[src/rtl/tdm_pkg.sv]
`default_nettype none
// ============================================================================
// Module      : tdm_pkg
// Description : Shared TDM framing constants and types, used by the mux and
//               demux sides of the 4-to-1 TDM path.
// Revision    : 1.0 - initial release
// ============================================================================
package tdm_pkg;

  typedef enum logic {
    ST_HUNT   = 1'b0,
    ST_LOCKED = 1'b1
  } tdm_state_e;

  typedef logic [1:0] tdm_slot_t;

  localparam tdm_slot_t SLOT_A    = 2'd0;
  localparam tdm_slot_t SLOT_B    = 2'd1;
  localparam tdm_slot_t SLOT_C    = 2'd2;
  localparam tdm_slot_t SLOT_D    = 2'd3;
  localparam int        FRAME_LEN = 4;

endpackage : tdm_pkg
`default_nettype wire

[src/rtl/tdm_slot_ctrl.sv]
`default_nettype none
// ============================================================================
// Module      : tdm_slot_ctrl
// Description : Frame alignment FSM and slot counter; emits per-slot write
//               enables, frame commit and framing-error indications.
// Revision    : 1.0 - initial release
// ============================================================================
module tdm_slot_ctrl
  import tdm_pkg::*;
(
  input  logic                 clk,
  input  logic                 rst,
  input  logic                 i_valid,
  input  logic                 i_sync,
  output logic [FRAME_LEN-1:0] o_we,
  output logic                 o_commit,
  output logic                 o_err_evt,
  output logic                 o_sync_err,
  output logic [1:0]           o_sel,
  output logic                 o_locked
);

  tdm_state_e r_state, w_state_nxt;
  tdm_slot_t  r_sel, w_sel_nxt;
  logic       r_sync_err;
  logic       r_locked;
  logic       w_err;

  always_ff @(posedge clk) begin
    if (rst) begin
      r_state    <= ST_HUNT;
      r_sel      <= SLOT_A;
      r_sync_err <= 1'b0;
      r_locked   <= 1'b0;
    end else begin
      r_state    <= w_state_nxt;
      r_sel      <= w_sel_nxt;
      r_sync_err <= w_err;
      r_locked   <= (w_state_nxt == ST_LOCKED);
    end
  end

  always_comb begin
    w_state_nxt = r_state;
    w_sel_nxt   = r_sel;
    o_we        = '0;
    o_commit    = 1'b0;
    w_err       = 1'b0;
    case (r_state)
      ST_HUNT: begin
        if (i_valid && i_sync) begin
          o_we[SLOT_A] = 1'b1;
          w_sel_nxt    = SLOT_B;
          w_state_nxt  = ST_LOCKED;
        end
      end
      ST_LOCKED: begin
        if (i_valid) begin
          if (r_sel == SLOT_A) begin
            if (i_sync) begin
              o_we[SLOT_A] = 1'b1;
              w_sel_nxt    = SLOT_B;
            end else begin
              w_err       = 1'b1;
              w_state_nxt = ST_HUNT;
            end
          end else if (i_sync) begin
            // Early sync: realign on this word, abandoning the partial frame
            w_err        = 1'b1;
            o_we[SLOT_A] = 1'b1;
            w_sel_nxt    = SLOT_B;
          end else begin
            o_we[r_sel] = 1'b1;
            w_sel_nxt   = r_sel + 2'd1;
            o_commit    = (r_sel == SLOT_D);
          end
        end
      end
      default: begin
        w_state_nxt = ST_HUNT;
        w_sel_nxt   = SLOT_A;
      end
    endcase
  end

  assign o_err_evt  = w_err;
  assign o_sync_err = r_sync_err;
  assign o_sel      = r_sel;
  assign o_locked   = r_locked;

endmodule : tdm_slot_ctrl
`default_nettype wire

[src/rtl/tdm_demux_4to1.sv]
`default_nettype none
// ============================================================================
// Module      : tdm_demux_4to1
// Description : De-interleaves a TDM word stream into four channels and
//               presents complete frames atomically.
// Revision    : 1.0 - initial release
// ============================================================================
module tdm_demux_4to1
  import tdm_pkg::*;
#(
  parameter int WIDTH = 1,
  parameter int ERR_W = 8
) (
  input  logic             clk,
  input  logic             rst,
  input  logic [WIDTH-1:0] in_data,
  input  logic             in_valid,
  input  logic             in_sync,
  output logic [WIDTH-1:0] out_a,
  output logic [WIDTH-1:0] out_b,
  output logic [WIDTH-1:0] out_c,
  output logic [WIDTH-1:0] out_d,
  output logic             frame_valid,
  output logic [1:0]       sel,
  output logic             locked,
  output logic             sync_err,
  output logic [ERR_W-1:0] err_count
);

  logic [FRAME_LEN-1:0] w_we;
  logic                 w_commit;
  logic                 w_err_evt;

  logic [WIDTH-1:0] r_stage [FRAME_LEN];
  logic [WIDTH-1:0] r_out   [FRAME_LEN];
  logic             r_frame_valid;
  logic [ERR_W-1:0] r_err_count;

  tdm_slot_ctrl u_slot_ctrl (
    .clk        (clk),
    .rst        (rst),
    .i_valid    (in_valid),
    .i_sync     (in_sync),
    .o_we       (w_we),
    .o_commit   (w_commit),
    .o_err_evt  (w_err_evt),
    .o_sync_err (sync_err),
    .o_sel      (sel),
    .o_locked   (locked)
  );

  always_ff @(posedge clk) begin
    if (rst) begin
      for (int i = 0; i < FRAME_LEN; i++) begin
        r_stage[i] <= '0;
      end
    end else begin
      for (int i = 0; i < FRAME_LEN; i++) begin
        if (w_we[i]) r_stage[i] <= in_data;
      end
    end
  end

  // Outputs load on the D-word edge, bypassing stage D, for one-cycle latency
  always_ff @(posedge clk) begin
    if (rst) begin
      for (int i = 0; i < FRAME_LEN; i++) begin
        r_out[i] <= '0;
      end
      r_frame_valid <= 1'b0;
    end else begin
      r_frame_valid <= w_commit;
      if (w_commit) begin
        r_out[SLOT_A] <= r_stage[SLOT_A];
        r_out[SLOT_B] <= r_stage[SLOT_B];
        r_out[SLOT_C] <= r_stage[SLOT_C];
        r_out[SLOT_D] <= in_data;
      end
    end
  end

  always_ff @(posedge clk) begin
    if (rst) begin
      r_err_count <= '0;
    end else if (w_err_evt && (r_err_count != {ERR_W{1'b1}})) begin
      r_err_count <= r_err_count + ERR_W'(1);
    end
  end

  assign out_a       = r_out[SLOT_A];
  assign out_b       = r_out[SLOT_B];
  assign out_c       = r_out[SLOT_C];
  assign out_d       = r_out[SLOT_D];
  assign frame_valid = r_frame_valid;
  assign err_count   = r_err_count;

endmodule : tdm_demux_4to1
`default_nettype wire

[config.mk]
export PLATFORM = sky130hd
export DESIGN_NAME = tdm_demux_4to1
export DESIGN_NICKNAME = d
export VERILOG_FILES = /design/src/rtl/tdm_pkg.sv /design/src/rtl/tdm_slot_ctrl.sv /design/src/rtl/tdm_demux_4to1.sv
export SDC_FILE = /design/constraint.sdc
export NUM_CORES = 1
export LEC_CHECK = 0
export CAP_MARGIN = 20
export CORE_AREA = 2 2 61 63
export DETAILED_ROUTE_END_ITERATION = 12
export DIE_AREA = 0 0 63 65
export GPL_TIMING_DRIVEN = 0
export PLACE_DENSITY_LB_ADDON = 0.12
export SYNTH_ARGS = -nofsm -noshare
export SYNTH_HDL_FRONTEND = slang
export SYNTH_SLANG_ARGS = --single-unit
export TNS_END_PERCENT = 50
[constraint.sdc]
create_clock -name clk -period 4 [get_ports clk]
set_clock_uncertainty 0.15 [all_clocks]
set_input_delay 0.8 -clock clk [delete_from_list [all_inputs] [get_ports clk]]
set_output_delay 0.8 -clock clk [all_outputs]
set_load 0.02 [all_outputs]
== Yosys cells after proc, flatten, opt, wreduce, memory -nomap -nowiden ==
Memory sizes are Yosys's and may differ from the RTL's.
Cells that the tools add are included.
Storage, ports and cells
  memory bits (writable): 8
  input port bits: 5
  flip-flop bits (word level): 13
  memories kept: 2
  output and inout bits: 17
  logic and storage cells: 83
Cells by class
  bitwise operators: 9
  mux-type cells: 53
  add/sub/neg operators: 2
  reduce and logical (&&, ||, !) cells: 5
  $lt $le $gt $ge: 2
  equality and inequality tests: 5
Memories
  r_out: depth 4, bits a word 1, read ports 4, clocked after Yosys merged registers in 0, wr ports 4, line tdm_demux_4to1.sv:35  | logic [WIDTH-1:0] r_out [FRAME_LEN];
  r_stage: depth 4, bits a word 1, read ports 3, clocked after Yosys merged registers in 0, wr ports 4, line tdm_demux_4to1.sv:34  | logic [WIDTH-1:0] r_stage [FRAME_LEN];
Operator list (count)
  1-bit 2-to-1 mux: 40
  2-bit 2-to-1 mux: 5
  3-bit 2-to-1 mux: 3
  8-bit by 1-bit adder with 8-bit output (second input constant): 1
  8-bit inequality test (second input constant): 1
  1-bit bitwise OR: 8
  4-bit 2-to-1 mux: 1
  1-bit case mux with 2 select lines: 2
  2-bit case mux with 2 select lines: 1
  1-bit logical AND: 3
  2-bit by 3-bit less-than comparator with 1-bit output (second input constant): 1
  3-bit inequality test (second input constant): 1
  3-bit AND reduction: 1
  2-bit by 1-bit adder with 2-bit output (second input constant): 1
  1-bit demux with 2-bit select: 1
  2-bit equality test (second input constant): 1
  2-bit by 1-bit >= comparator with 1-bit output (second input constant): 1
  2-bit logical NOT: 1
  2-bit by 1-bit inequality test with 1-bit output (second input constant): 1
  2-bit inequality test (second input constant): 1
  1-bit NOT: 1

== Logic depth before layout (Yosys ltp) ==
Gate-level depths: netlist of run 1.
  depth in word-level cells: 12
  depth in mapped cells: 7
  gate-level depth less buffers: 7

== Cells and area by module ==
Synthesis of run 1 repeated with hierarchy kept, for this count alone.
Second synthesis, totals
  cell total of the unflattened synthesis: 95
  area total of the unflattened synthesis: 1003.5 µm²
By module, submodules not included
  tdm_demux_4to1: cells each 65, seq. area each 390.4 µm², instances 1, area an instance 725.7 µm²
  tdm_slot_ctrl: cells each 30, seq. area each 80.1 µm², instances 1, area an instance 277.8 µm²

== Worst setup path after synthesis of run 1 ==
Ideal clock, no wire load.
  path kind: input port to flip-flop
  from: input in_sync
  to: register r_err_count[5], in the netlist err_count[5]
  library setup time: 0.128 ns
  cell stages on the path: 6
  slack: 1.926 ns
  arrival time: 1.796 ns
  required time: 3.722 ns
  buffers on the path: 0
  path through: inv_1 > ha_1 > nand3b_4 > nor3_1 > mux2i_1 > nor2_1
On the way
  cells in the longest elaborated chain, start to end: 5
  elaborated cells on any way between the ends: 6
  those cells by class: 5 x mux; 1 x reduce/logical
RTL lines
  from (decl): line tdm_demux_4to1.sv:18  | input logic in_sync,
  1-bit 2-to-1 mux (on tied branches): line tdm_slot_ctrl.sv:67, tdm_slot_ctrl.sv:60
  1-bit 2-to-1 mux (*): line tdm_slot_ctrl.sv:59  | if (r_sel == SLOT_A) begin
  1-bit 2-to-1 mux (*): line tdm_slot_ctrl.sv:58  | if (i_valid) begin
  1-bit 2-to-1 mux (*): line tdm_slot_ctrl.sv:49  | case (r_state)
  1-bit logical AND (*): line tdm_demux_4to1.sv:85  | end else if (w_err_evt && (r_err_count != {ERR_W{1'b1}})) begin
  to (signal assigned): line tdm_demux_4to1.sv:86  | r_err_count <= r_err_count + ERR_W'(1);
  to (decl): line tdm_demux_4to1.sv:37  | logic [ERR_W-1:0] r_err_count;
Every way passes the cells marked *; elsewhere a longest branch is shown, timed or not.
A chain may end at the register's enable or synchronous reset.

== Final worst setup path of run 1 ==
  from: register u_slot_ctrl.r_locked, in the netlist u_slot_ctrl.o_locked
  to: output locked
RTL lines
  from (decl): line tdm_slot_ctrl.sv:26  | logic r_locked;
  from (signal assigned): line tdm_slot_ctrl.sv:39  | r_locked <= (w_state_nxt == ST_LOCKED);
  to (decl): line tdm_demux_4to1.sv:25  | output logic locked,
No word-level cell between the ends.

==> run_results.csv, run 1 <==
group,metric,value,unit
clocking,ctsRootBufferMaster,"clkbuf_4",
worst_setup_path,rrSetupSlack,1.95,ns
clocking,cts_buffers,3,
synth,synthFlopType,"dfxtp_1",
clocking,cts_tree,"done",
sta,period_share,61.3,%
synth,synth_seq_area_share,47.3,%
pwr,peakVddDrop,0.106,mV
floorplan,io_pins,22,
status,status,"finished clean",
worst_setup_path,arrival,1.50,ns
floorplan,rows,22,
worst_setup_path,cpLargestDelayFamily,"buffers and inverters",
place,dpl_cell_area,1250,um^2
worst_setup_path,path_cells,"clkdlybuf4s50_1",
sta,timing.slew.headroom,68.4,%
sta,slew_viol_final,0,
sta,final.setup.tns,0,ns
floorplan,coreArea,3500,um^2
clocking,cts_num_sinks,20,
final_layout,stdcell_area,1310,um^2
sta,worstMarginPinSlew,0.473,ns
floorplan,fp.dieW,63,um
worst_setup_path,worstPathRequired,3.05,ns
pwr,leakage,0.000525,uW
synth,async_reset_ff_share,0,%
route,first_pass_iters,4,
worst_setup_path,cp_num_buf_inv,1,
final_layout,area_growth,31.4,%
synth,synth.top_cells.by_count,"dfxtp_1, nor2_1, edfxtp_1, inv_1",
sta,hold_viol,0,
worst_setup_path,start_kind,"register",
clocking,cts_setup_buffers,0,
route,vias,756,
route,drc,0,
worst_setup_path,max_stage_delay,0.67,ns
clocking,h-tree-depth,1,
route,totalWireLength,1930,um
worst_setup_path,path_max_fanout,9,
final_layout,drive_gt1_share,7.63,%
clocking,hold_buffers,0,
final_layout,n_antenna_cell,0,
floorplan,start_util,28.5,%
synth,synthCells,94,
place,post-dp-hpwl,1390,um
sta,finalWorstPathRequiredPeriod,2.45,ns
sta,setup_viol,0,
global_route,antenna_found_initial,0,
clocking,cts_max_path_buffers,2,
global_route,grt_pass1_wl,3330,um
worst_hold_path,hold_path_class,"reg2reg",
clocking,clk_pin_slew,0.12,ns
global_route,grt_max_degree,13,
worst_setup_path,rr_startpoint,"u_slot_ctrl.o_sel[0]",
floorplan,dieArea,4100,um^2
route,wl_per_cell,11.6,um
worst_hold_path,holdCritStartpoint,"err_count[7]",
clocking,ctsResizeCount,0,
synth,synth_top_area_cell,"dfxtp_1",
global_route,grt-ovfl-total,0,
synth,yosysWarnings,0,
synth,synthTopCellsByArea,"dfxtp_1, edfxtp_1, ha_1",
sta,timing.fmax,408,MHz
worst_setup_path,rr_worst_depth,7,
synth,syn_nets,105,
place,place_congestion,0.764,
synth,synth_edf_count,7,
synth,syn_area,995,um^2
synth,synth_top_area_share,26.2,%
synth,synth-seq-cells,20,
worst_setup_path,crit_type,"reg2out",
worst_setup_path,rr_endpoint,"err_count[5]",
sta,rsz0062_at_grt,"no",
place,io_buffers,20,
synth,synth_most_common_cell,"dfxtp_1",
global_route,grtUsageTotal,10.3,%
synth,synthDistinctLibCells,32,
clocking,worst_skew_pair.late_latency,0.30,ns
worst_hold_path,holdPathEnd,"err_count[6]",
global_route,grt_pass1_vias,710,
worst_hold_path,whs_path_depth,2,
pwr,cellPowerDensity,326,nW/um^2
route,drtIter0Drc,20,
synth,synth.avg_cell_area,10.6,um^2
route,drtAntennaViolNets,0,
flow_run,drv_cap,0,
route,via_per_inst,4.55,
worst_setup_path,endpoint_kind,"output pin",
final_layout,final_nets,130,
worst_setup_path,cp_slowest_cell,"clkdlybuf4s50_1",
floorplan,chipHeight,65,um
==> flip-flops by register name, summed over array words and instances, names as in the netlist <==
name	count
err_count	8
r_out	4
r_stage	3
u_slot_ctrl.o_sel	2
frame_valid	1
u_slot_ctrl.o_locked	1
u_slot_ctrl.o_sync_err	1
==> cells by family after synthesis <==
kind of cell | Yosys count | synth area share [%]
compound gates | 17 | 13.6
xor+xnor | 2 | 1.76
fa+ha+maj | 6 | 7.55
buf+inv | 9 | 3.40
flops | 20 | 47.3
mux | 3 | 3.02
simple gates | 37 | 23.4
==> per-layer routing <==
layer / GRT usage [%] / share of wire (%) / vias to the layer above
li1: - / - / 386
met3: 2.08 / 3.4 / 2
met1: 14.3 / 52 / 353
met5: 0 / 0 / -
met2: 15.3 / 43 / 15
met4: 5.00 / 1.1 / 0
==> layout make-up <==
| cell class | count | area, um^2 |
|---|---|---|
| Clock buffer | 3 | 22.5 |
| Fill cell | 373 | 2190 |
| Timing Repair Buffer | 20 | 200 |
| Clock inverter | 1 | 30.0 |
| Buffer | 2 | 7.51 |
| Multi-Input combinational cell | 65 | 490 |
| Sequential cell | 20 | 470 |
| Inverter | 7 | 26.3 |
| Tap cell | 48 | 60.1 |
==> metrics by stage <==
step,utilization (%),instances,hold WS (ns),setup slack [ns],total power [uW]
after floorplan,-,94,0.347,1.93,246
after global placement,35.9,162,0.341,1.25,262
after detailed placement,35.9,162,0.353,1.25,262
after CTS,37.4,166,0.372,1.53,432
after global routing,37.4,166,0.407,1.46,444
final,37.4,166,0.369,1.55,426
==> worst max path at each step <==
stage | from | end | slack [ns] | cells after the start
after floorplan | in_sync | err_count[5] | 1.93 | 6
after global placement | in_sync | err_count[5] | 1.25 | 7
after detailed placement | in_sync | err_count[5] | 1.25 | 7
after CTS | u_slot_ctrl.o_locked | locked | 1.53 | 1
after global routing | in_sync | err_count[6] | 1.46 | 7
final | u_slot_ctrl.o_locked | locked | 1.55 | 1
==> placed cells by master (no fill, tap or decap), drive strengths merged, types with 2 or more instances in the layout <==
cell           count
clkdlybuf4s50     20
dfxtp             13
nor2              11
inv                7
edfxtp             7
and2               6
ha                 6
nor3               5
clkbuf             5
a21o               4
and3b              3
nand2              3
a21oi              3
mux2i              3
a311oi             3
nor2b              2
xor2               2
nand3              2
o21ai              2
==> power breakdown <==
part           switching [uW]  internal [uW]  total, uW
clock network            67.4            101        169
registers                4.48            215        219
logic                    20.1           18.2       38.3
total                    92.0            334        426
Note: power is estimated with default switching activity, not from simulation.
==> inputs of run 2 (changes only) <==
- clock period: 4 -> 2 ns (I/O delays scaled with it)
==> run_results.csv, run 2 (synthesis results as in run 1) <==
group,metric,value,unit
global_route,grt_max_degree,13,
sta,hold_viol,0,
pwr,p_total,851,uW
worst_setup_path,path_max_fanout,9,
floorplan,start_util,28.5,%
global_route,antenna_found_initial,0,
sta,hold_slack,0.351,ns
global_route,grt_pass1_vias,708,
final_layout,final_common_cell,"clkdlybuf4s50_1",
worst_setup_path,cp_num_buf_inv,1,
sta,timing.slew.headroom,68.6,%
clocking,h-tree-depth,1,
final_layout,largest_reg_flops,8,
route,via_per_inst,4.47,
clocking,ctsRootBufferMaster,"clkbuf_4",
place,post-dp-hpwl,1410,um
final_layout,post-route-util,38.9,%
global_route,grtUsageTotal,10.3,%
pwr,cellPowerDensity,626,nW/um^2
sta,final.setup.tns,0,ns
worst_setup_path,endpoint_kind,"output pin",
worst_setup_path,arrival,1.38,ns
clocking,worst_skew_pair.late_latency,0.30,ns
final_layout,n_antenna_cell,0,
place,place_congestion,0.764,
flow_run,drv_cap,0,
clocking,clk_pin_slew,0.12,ns
floorplan,io_pins,22,
final_layout,area_growth,36.6,%
worst_setup_path,worstPathRequired,1.45,ns
clocking,cts_buffers,3,
global_route,grt-ovfl-total,0,
clocking,cts_tree,"done",
route,vias,746,
final_layout,mostFrequentLayoutCells,"clkdlybuf4s50_1, nor2_1, dfxtp_1",
sta,timing.fmax,517,MHz
sta,worstMarginPinSlew,0.471,ns
worst_setup_path,cpLargestDelayFamily,"buffers and inverters",
clocking,cts_max_path_buffers,2,
route,drc,0,
place,io_buffers,20,
worst_setup_path,crit_type,"reg2out",
worst_setup_path,start_kind,"register",
floorplan,dieArea,4100,um^2
final_layout,drive_gt1_share,12.6,%
worst_setup_path,cp_slowest_cell,"clkdlybuf4s50_1",
worst_setup_path,max_stage_delay,0.64,ns
global_route,grt_pass1_wl,3340,um
final_layout,n_fill_cell,369,
floorplan,chipHeight,65,um
pwr,leakage,0.000612,uW
route,wl_per_cell,11.8,um
sta,rsz0062_at_grt,"no",
worst_setup_path,path_cells,"clkdlybuf4s50_1",
pwr,peakVddDrop,0.223,mV
status,status,"finished clean",
final_layout,final_nets,131,
route,first_pass_iters,4,
clocking,cts_num_sinks,20,
floorplan,coreArea,3500,um^2
floorplan,rows,22,
route,totalWireLength,1970,um
worst_hold_path,hold_path_class,"in2reg",
floorplan,fp.dieW,63,um
sta,setup_viol,0,
route,drtIter0Drc,24,
route,drtAntennaViolNets,0,
sta,slew_viol_final,0,
sta,finalWorstPathRequiredPeriod,1.93,ns
sta,period_share,96.7,%
## run 2: changes by cell type in the layout (fill, tap and decap cells not counted)
cell / before / now
clkdlybuf4s50_1: 20 / 17
dfxtp_1: 13 / 10
dlymetal6s2s_1: 0 / 3
dfxtp_2: 0 / 2
nor3_4: 0 / 2
buf_4: 0 / 1
dfxtp_4: 0 / 1
ha_1: 6 / 5
ha_4: 0 / 1
nor3_1: 4 / 3
nor3_2: 1 / 0
## run 2: layout make-up
class | count | area [um^2] | area share (%)
Clock inverter | 1 | 30.0 | 2.21
Buffer | 2 | 7.51 | 0.552
Tap cell | 48 | 60.1 | 4.42
Timing Repair Buffer | 21 | 215 | 15.8
Clock buffer | 3 | 22.5 | 1.66
Multi-Input combinational cell | 65 | 520 | 38.3
Inverter | 7 | 26.3 | 1.93
Sequential cell | 20 | 477 | 35.1
## run 2: per-layer routing
metal | part of all wire, % | global-route usage, % | up-vias
met3 | 4.5 | 2.43 | 2
li1 | - | - | 390
met5 | 0 | 0 | -
met1 | 51 | 13.5 | 339
met2 | 44 | 16.0 | 15
met4 | 0.86 | 5.00 | 0
## run 2: per-stage QoR
| step | std cells | setup slack, ns | instance area (um^2) |
|---|---|---|---|
| 6_report | 167 | 0.0660 | 1360 |
| 3_5_place_dp | 162 | -0.344 | 1260 |
| 5_1_grt | 167 | 0.00478 | 1360 |
| 2_1_floorplan | 94 | 0.0101 | 996 |
| 3_3_place_gp | 162 | -0.352 | 1260 |
| 4_1_cts | 166 | 0.00908 | 1320 |
## run 2: power breakdown
part / internal (uW) / switching, uW / total (uW) / leakage (uW)
sequential: 430 / 8.76 / 439 / 0.000179
combinational: 39.0 / 43.0 / 82.0 / 0.000405
clock: 202 / 128 / 330 / 0.0000279
total: 672 / 179 / 851 / 0.000612
## run 2: timing repair
item                       4_1_cts  5_1_grt
hold buffers                     0        0
pin swaps                        0        4
buffers inserted                 0        1
resized for setup                2        8
setup endpoints to repair        2        8
## run 2: worst paths after layout
check,slack (ns),cells past startpoint,end,startpoint
max,0.07,1,locked,u_slot_ctrl.o_locked
max reg2reg,0.15,7,err_count[4],u_slot_ctrl.o_sel[0]
min,0.35,3,u_slot_ctrl.o_locked,in_sync
min reg2reg,0.36,2,err_count[6],err_count[7]
==> inputs of run 3 (changes only) <==
- HOLD_SLACK_MARGIN: not set -> 0.02
==> results of run 3 <==
No change in the layout: final DEF, timing and power equal those of run 2.
==> RTL edit 1 (config.mk and constraints of run 2) <==
Remove the register `r_frame_valid`: a continuous assignment takes its place, so the output `frame_valid` follows one clock earlier.
--- a/src/rtl/tdm_demux_4to1.sv
+++ b/src/rtl/tdm_demux_4to1.sv
@@ -67,9 +67,7 @@
       for (int i = 0; i < FRAME_LEN; i++) begin
         r_out[i] <= '0;
       end
-      r_frame_valid <= 1'b0;
     end else begin
-      r_frame_valid <= w_commit;
       if (w_commit) begin
         r_out[SLOT_A] <= r_stage[SLOT_A];
         r_out[SLOT_B] <= r_stage[SLOT_B];
@@ -78,6 +76,8 @@
       end
     end
   end
+
+  assign r_frame_valid = w_commit;
 
   always_ff @(posedge clk) begin
     if (rst) begin
Behaviour: not the same (a bounded check fails within 4 cycles, from zero or initial values and one cycle with rst high).
==> RTL edit 1 against run 2 <==
  * Wire length is 0.61% higher
  * Area after synthesis decreased by 5.3%
  * Total power is 17% lower
  * Count of clock-buffer cells in the layout did not move
  * First-iteration DRC count shrank 25%
  * Sequential cell count shrank 1
  * Design area decreased by 2.2%
  * Utilization is 0.86 points lower
  * Via count rose by 2.8%
  * Worst setup slack worse by 0.019 ns
==> RTL edit 1: results (changes against run 2) <==
<table>
<tr><th>Metric</th><th>Value</th></tr>
<tr><th colspan="2">GRT</th></tr>
<tr><td>Global-route met2 utilization</td><td>16.9% (+0.93 points)</td></tr>
<tr><td>Via count of the first global-routing pass</td><td>738 (+4.2%)</td></tr>
<tr><td>GR Layer Usage met1</td><td>13.8% (+0.37 points)</td></tr>
<tr><th colspan="2">Setup path</th></tr>
<tr><td>Crit path max fanout</td><td>6 (-3)</td></tr>
<tr><td>Register-to-register path setup slack</td><td>0.08 ns (-0.07 ns)</td></tr>
<tr><th colspan="2">Place</th></tr>
<tr><td>Weighted congestion reported at the end of routability-driven placement</td><td>0.673 (-12%)</td></tr>
<tr><td>Placed standard-cell area</td><td>0.00125 sq mm (-0.40%)</td></tr>
<tr><td>Number of cells after detailed placement</td><td>168 (+3.7%)</td></tr>
<tr><td>DP HPWL</td><td>1.44 mm (+2.3%)</td></tr>
<tr><td>Number of buffers added on ports</td><td>21 (+5.0%)</td></tr>
<tr><th colspan="2">Power</th></tr>
<tr><td>Leak</td><td>0.539 nW (-12%)</td></tr>
<tr><th colspan="2">Route</th></tr>
<tr><td>Routed wire length on met2</td><td>908 um (+5.7%)</td></tr>
<tr><th colspan="2">Timing</th></tr>
<tr><td>Final critical path time including I/O delays and setup</td><td>1.95 ns (+0.0187 ns)</td></tr>
<tr><td>Normalized max-slew margin</td><td>65.0% (-3.6 points)</td></tr>
<tr><td>Hold_ws</td><td>0.396 ns (+0.0450 ns)</td></tr>
<tr><th colspan="2">Yosys</th></tr>
<tr><td>Count of unique library cells instantiated by Yosys</td><td>33 (+3.1%)</td></tr>
<tr><td>Arithmetic-cell share of the synthesized area counting full adders, half adders and majority gates</td><td>7.97% (+0.42 points)</td></tr>
<tr><td>Synth cell count leaders</td><td>sky130_fd_sc_hd__nor2_1 (16), sky130_fd_sc_hd__dfxtp_1 (12), sky130_fd_sc_hd__edfxtp_1 (7), sky130_fd_sc_hd__nand2_1 (7)</td></tr>
<tr><td>Share of synthesized area spent on multiplexers</td><td>4.38% (+1.4 points)</td></tr>
<tr><td>Post-synthesis net count</td><td>110 (+4.8%)</td></tr>
<tr><th colspan="2">Min path</th></tr>
<tr><td>Number of cells on the worst hold path</td><td>2 (-1)</td></tr>
<tr><td>Path type of the worst min-delay path</td><td>reg2reg</td></tr>
<tr><th colspan="2">Run status</th></tr>
<tr><td>Outcome</td><td>finished, final reports clean</td></tr>
<tr><th colspan="2">Layout</th></tr>
<tr><td>Share of post-route cells with drive strength above 1</td><td>17.3% (+4.7 points)</td></tr>
<tr><td>Count of filler cells inserted in the layout</td><td>366 (-0.81%)</td></tr>
</table>
RTL edit 1: changes by cell type after synthesis, moves of 3 or more:
cell | before | now
sky130_fd_sc_hd__nand2_1 | 3 | 7
sky130_fd_sc_hd__a21o_1 | 4 | 0
sky130_fd_sc_hd__nand2b_1 | 0 | 5
sky130_fd_sc_hd__nor3b_1 | 0 | 3
sky130_fd_sc_hd__and2_1 | 6 | 0
sky130_fd_sc_hd__nor2_1 | 10 | 16
RTL edit 1: layout make-up:
class	count	area (sq um)	area share (%)
clock inverters	1	5.00	0.377
inverters	6	25.0	1.88
multi-input cells	72	512	38.5
well taps	48	60.1	4.52
clock buffers	3	22.5	1.69
repair buffers	24	239	18.0
plain buffers	2	7.51	0.565
flip-flops and latches	19	458	34.5
RTL edit 1: power breakdown:
part | switching, mW | leakage [nW] | internal [mW] | total (mW)
registers | 0.00722 | 0.171 | 0.409 | 0.416
clock network | 0.126 | 0.0177 | 0.0745 | 0.201
logic | 0.0460 | 0.350 | 0.0424 | 0.0884
==> RTL edit 2 (flow settings as in run 2) <==
Without the edit above. Change the parameter `ERR_W` from 8 to 12.
--- a/src/rtl/tdm_demux_4to1.sv
+++ b/src/rtl/tdm_demux_4to1.sv
@@ -9,7 +9,7 @@
   import tdm_pkg::*;
 #(
   parameter int WIDTH = 1,
-  parameter int ERR_W = 8
+  parameter int ERR_W = 12
 ) (
   input  logic             clk,
   input  logic             rst,
Interface: changed (resized err_count); port bits go from 22 to 26. No check against the original RTL was run, so the function may have changed too.
==> RTL edit 2 against run 2 <==
  * Sequential cell count grew 4
  * Worst setup slack lost 0.036 ns
  * Total power increased by 14%
  * Worst hold slack improved by 0.037 ns
  * Wire length grew 37%
  * Via count is 45% higher
  * Area after synthesis is 23% higher
  * Design area is 28% higher
  * Critical path type is now reg2reg
  * Largest power group unchanged
==> RTL edit 2: results (changes against run 2) <==
<table>
<tr><th>Metric</th><th>Value</th></tr>
<tr><th colspan="2">Run status</th></tr>
<tr><td>Outcome</td><td>finished, final reports clean</td></tr>
<tr><th colspan="2">Timing</th></tr>
<tr><td>Transition time at the pin with the least slew margin</td><td>0.478 ns (+0.00682 ns)</td></tr>
<tr><td>Upper clock frequency limit</td><td>508 MHz (-1.8%)</td></tr>
<tr><th colspan="2">Power</th></tr>
<tr><td>Clock group share of total power</td><td>36.6% (-2.2 points)</td></tr>
<tr><td>Sequential Power Share</td><td>53.3% (+1.7 points)</td></tr>
<tr><th colspan="2">Setup path</th></tr>
<tr><td>CP endpoint</td><td>err_count[9]</td></tr>
<tr><td>Critical register-to-register path endpoint</td><td>err_count[9]</td></tr>
<tr><td>Worst reg2reg path startpoint</td><td>u_slot_ctrl.o_sel[1]</td></tr>
<tr><td>Worst endpoint data arrival time</td><td>2.05 ns (+0.67 ns)</td></tr>
<tr><td>Largest stage delay, worst path</td><td>0.39 ns (-0.25 ns)</td></tr>
<tr><td>Cell family with the largest share of critical-path delay</td><td>simple AND/OR/NAND/NOR gates</td></tr>
<tr><th colspan="2">Route</th></tr>
<tr><td>DR WL met3</td><td>95 um (+6.7%)</td></tr>
<tr><td>Routed wire length on met2</td><td>1.31 mm (+52%)</td></tr>
<tr><td>Initial drt markers</td><td>27 (+13%)</td></tr>
<tr><td>Vias/cell</td><td>5.01 (+12%)</td></tr>
<tr><th colspan="2">Layout</th></tr>
<tr><td>Multi-Input Combinational</td><td>95 (+46%)</td></tr>
<tr><td>Number of signal-net buffers in the layout</td><td>38 (+65%)</td></tr>
<tr><td>Sequential share of cell area</td><td>32.2% (-2.9 points)</td></tr>
<tr><td>Number of nets at the end of the flow</td><td>180 (+37%)</td></tr>
<tr><td>Number of sequential cells</td><td>24 (+20%)</td></tr>
<tr><td>Count of filler cells inserted in the layout</td><td>373 (+1.1%)</td></tr>
<tr><td>Largest register FFs</td><td>12 (+4)</td></tr>
<tr><th colspan="2">Yosys</th></tr>
<tr><td>Count of unique library cells instantiated by Yosys</td><td>42 (+31%)</td></tr>
<tr><td>Portion of the post-synthesis area used by sequential elements</td><td>45.0% (-2.3 points)</td></tr>
<tr><th colspan="2">GRT</th></tr>
<tr><td>Global router's overall resource usage</td><td>13.6% (+3.2 points)</td></tr>
<tr><th colspan="2">Place</th></tr>
<tr><td>Number of cells after detailed placement</td><td>201 (+24%)</td></tr>
<tr><td>Number of buffers added on ports</td><td>25 (+25%)</td></tr>
<tr><td>Dpl ws</td><td>-0.673 ns (-0.329 ns)</td></tr>
<tr><th colspan="2">Min path</th></tr>
<tr><td>Path type of the worst min-delay path</td><td>reg2reg</td></tr>
</table>
-- RTL edit 2: repair_timing --
item | CTS | global route
resized for setup | 8 | 8
pin swaps | 3 | 4
hold buffers | 0 | 0
endpoints found under the setup margin | 15 | 9
buffers inserted | 7 | 4
-- RTL edit 2: metrics by stage --
step	hold slack (ns)	instance area (sq um)	setup TNS (ns)
4_1_cts	0.380	1680	-0.00984
3_5_place_dp	0.355	1570	-6.40
5_1_grt	0.423	1740	-0.124
6_report	0.388	1740	0
2_1_floorplan	0.347	1260	-0.0313
3_3_place_gp	0.344	1570	-5.53
-- RTL edit 2: worst register-to-register path, cell delays in order (launching register included) --
cell and delay (ns):
sky130_fd_sc_hd__dfxtp_4 0.39, sky130_fd_sc_hd__inv_4 0.04, sky130_fd_sc_hd__ha_4 0.16, sky130_fd_sc_hd__ha_4 0.20
sky130_fd_sc_hd__nand3b_1 0.27, sky130_fd_sc_hd__nor2_4 0.15, sky130_fd_sc_hd__and4_4 0.23, sky130_fd_sc_hd__mux2_4 0.29
-- RTL edit 2: routing by layer --
metal	GRT usage, %	up-vias
li1	-	541
met1	15.7	515
met2	23.3	22
met3	4.51	4
met4	5.00	0
met5	0	-
-- RTL edit 2: logic make-up (layout without fill, tap and decap cells) --
kind of cell	Yosys count	in the layout	synth area share (%)
compound gates	17	17	10.3
fa+ha+maj	6	6	6.14
buf+inv	9	49	2.76
flops	24	24	45.0
mux	5	5	4.61
simple gates	67	67	31.1
-- RTL edit 2: worst min path at each step --
stage,start,endpoint,cells past startpoint
floorplan,r_stage[0][0],r_out[0],1
global placement,err_count[1],err_count[1],2
detailed placement,r_stage[0][1],r_out[1],1
CTS,err_count[6],err_count[6],2
global route,err_count[1],err_count[1],2
finish,r_stage[0][0],r_out[0],1
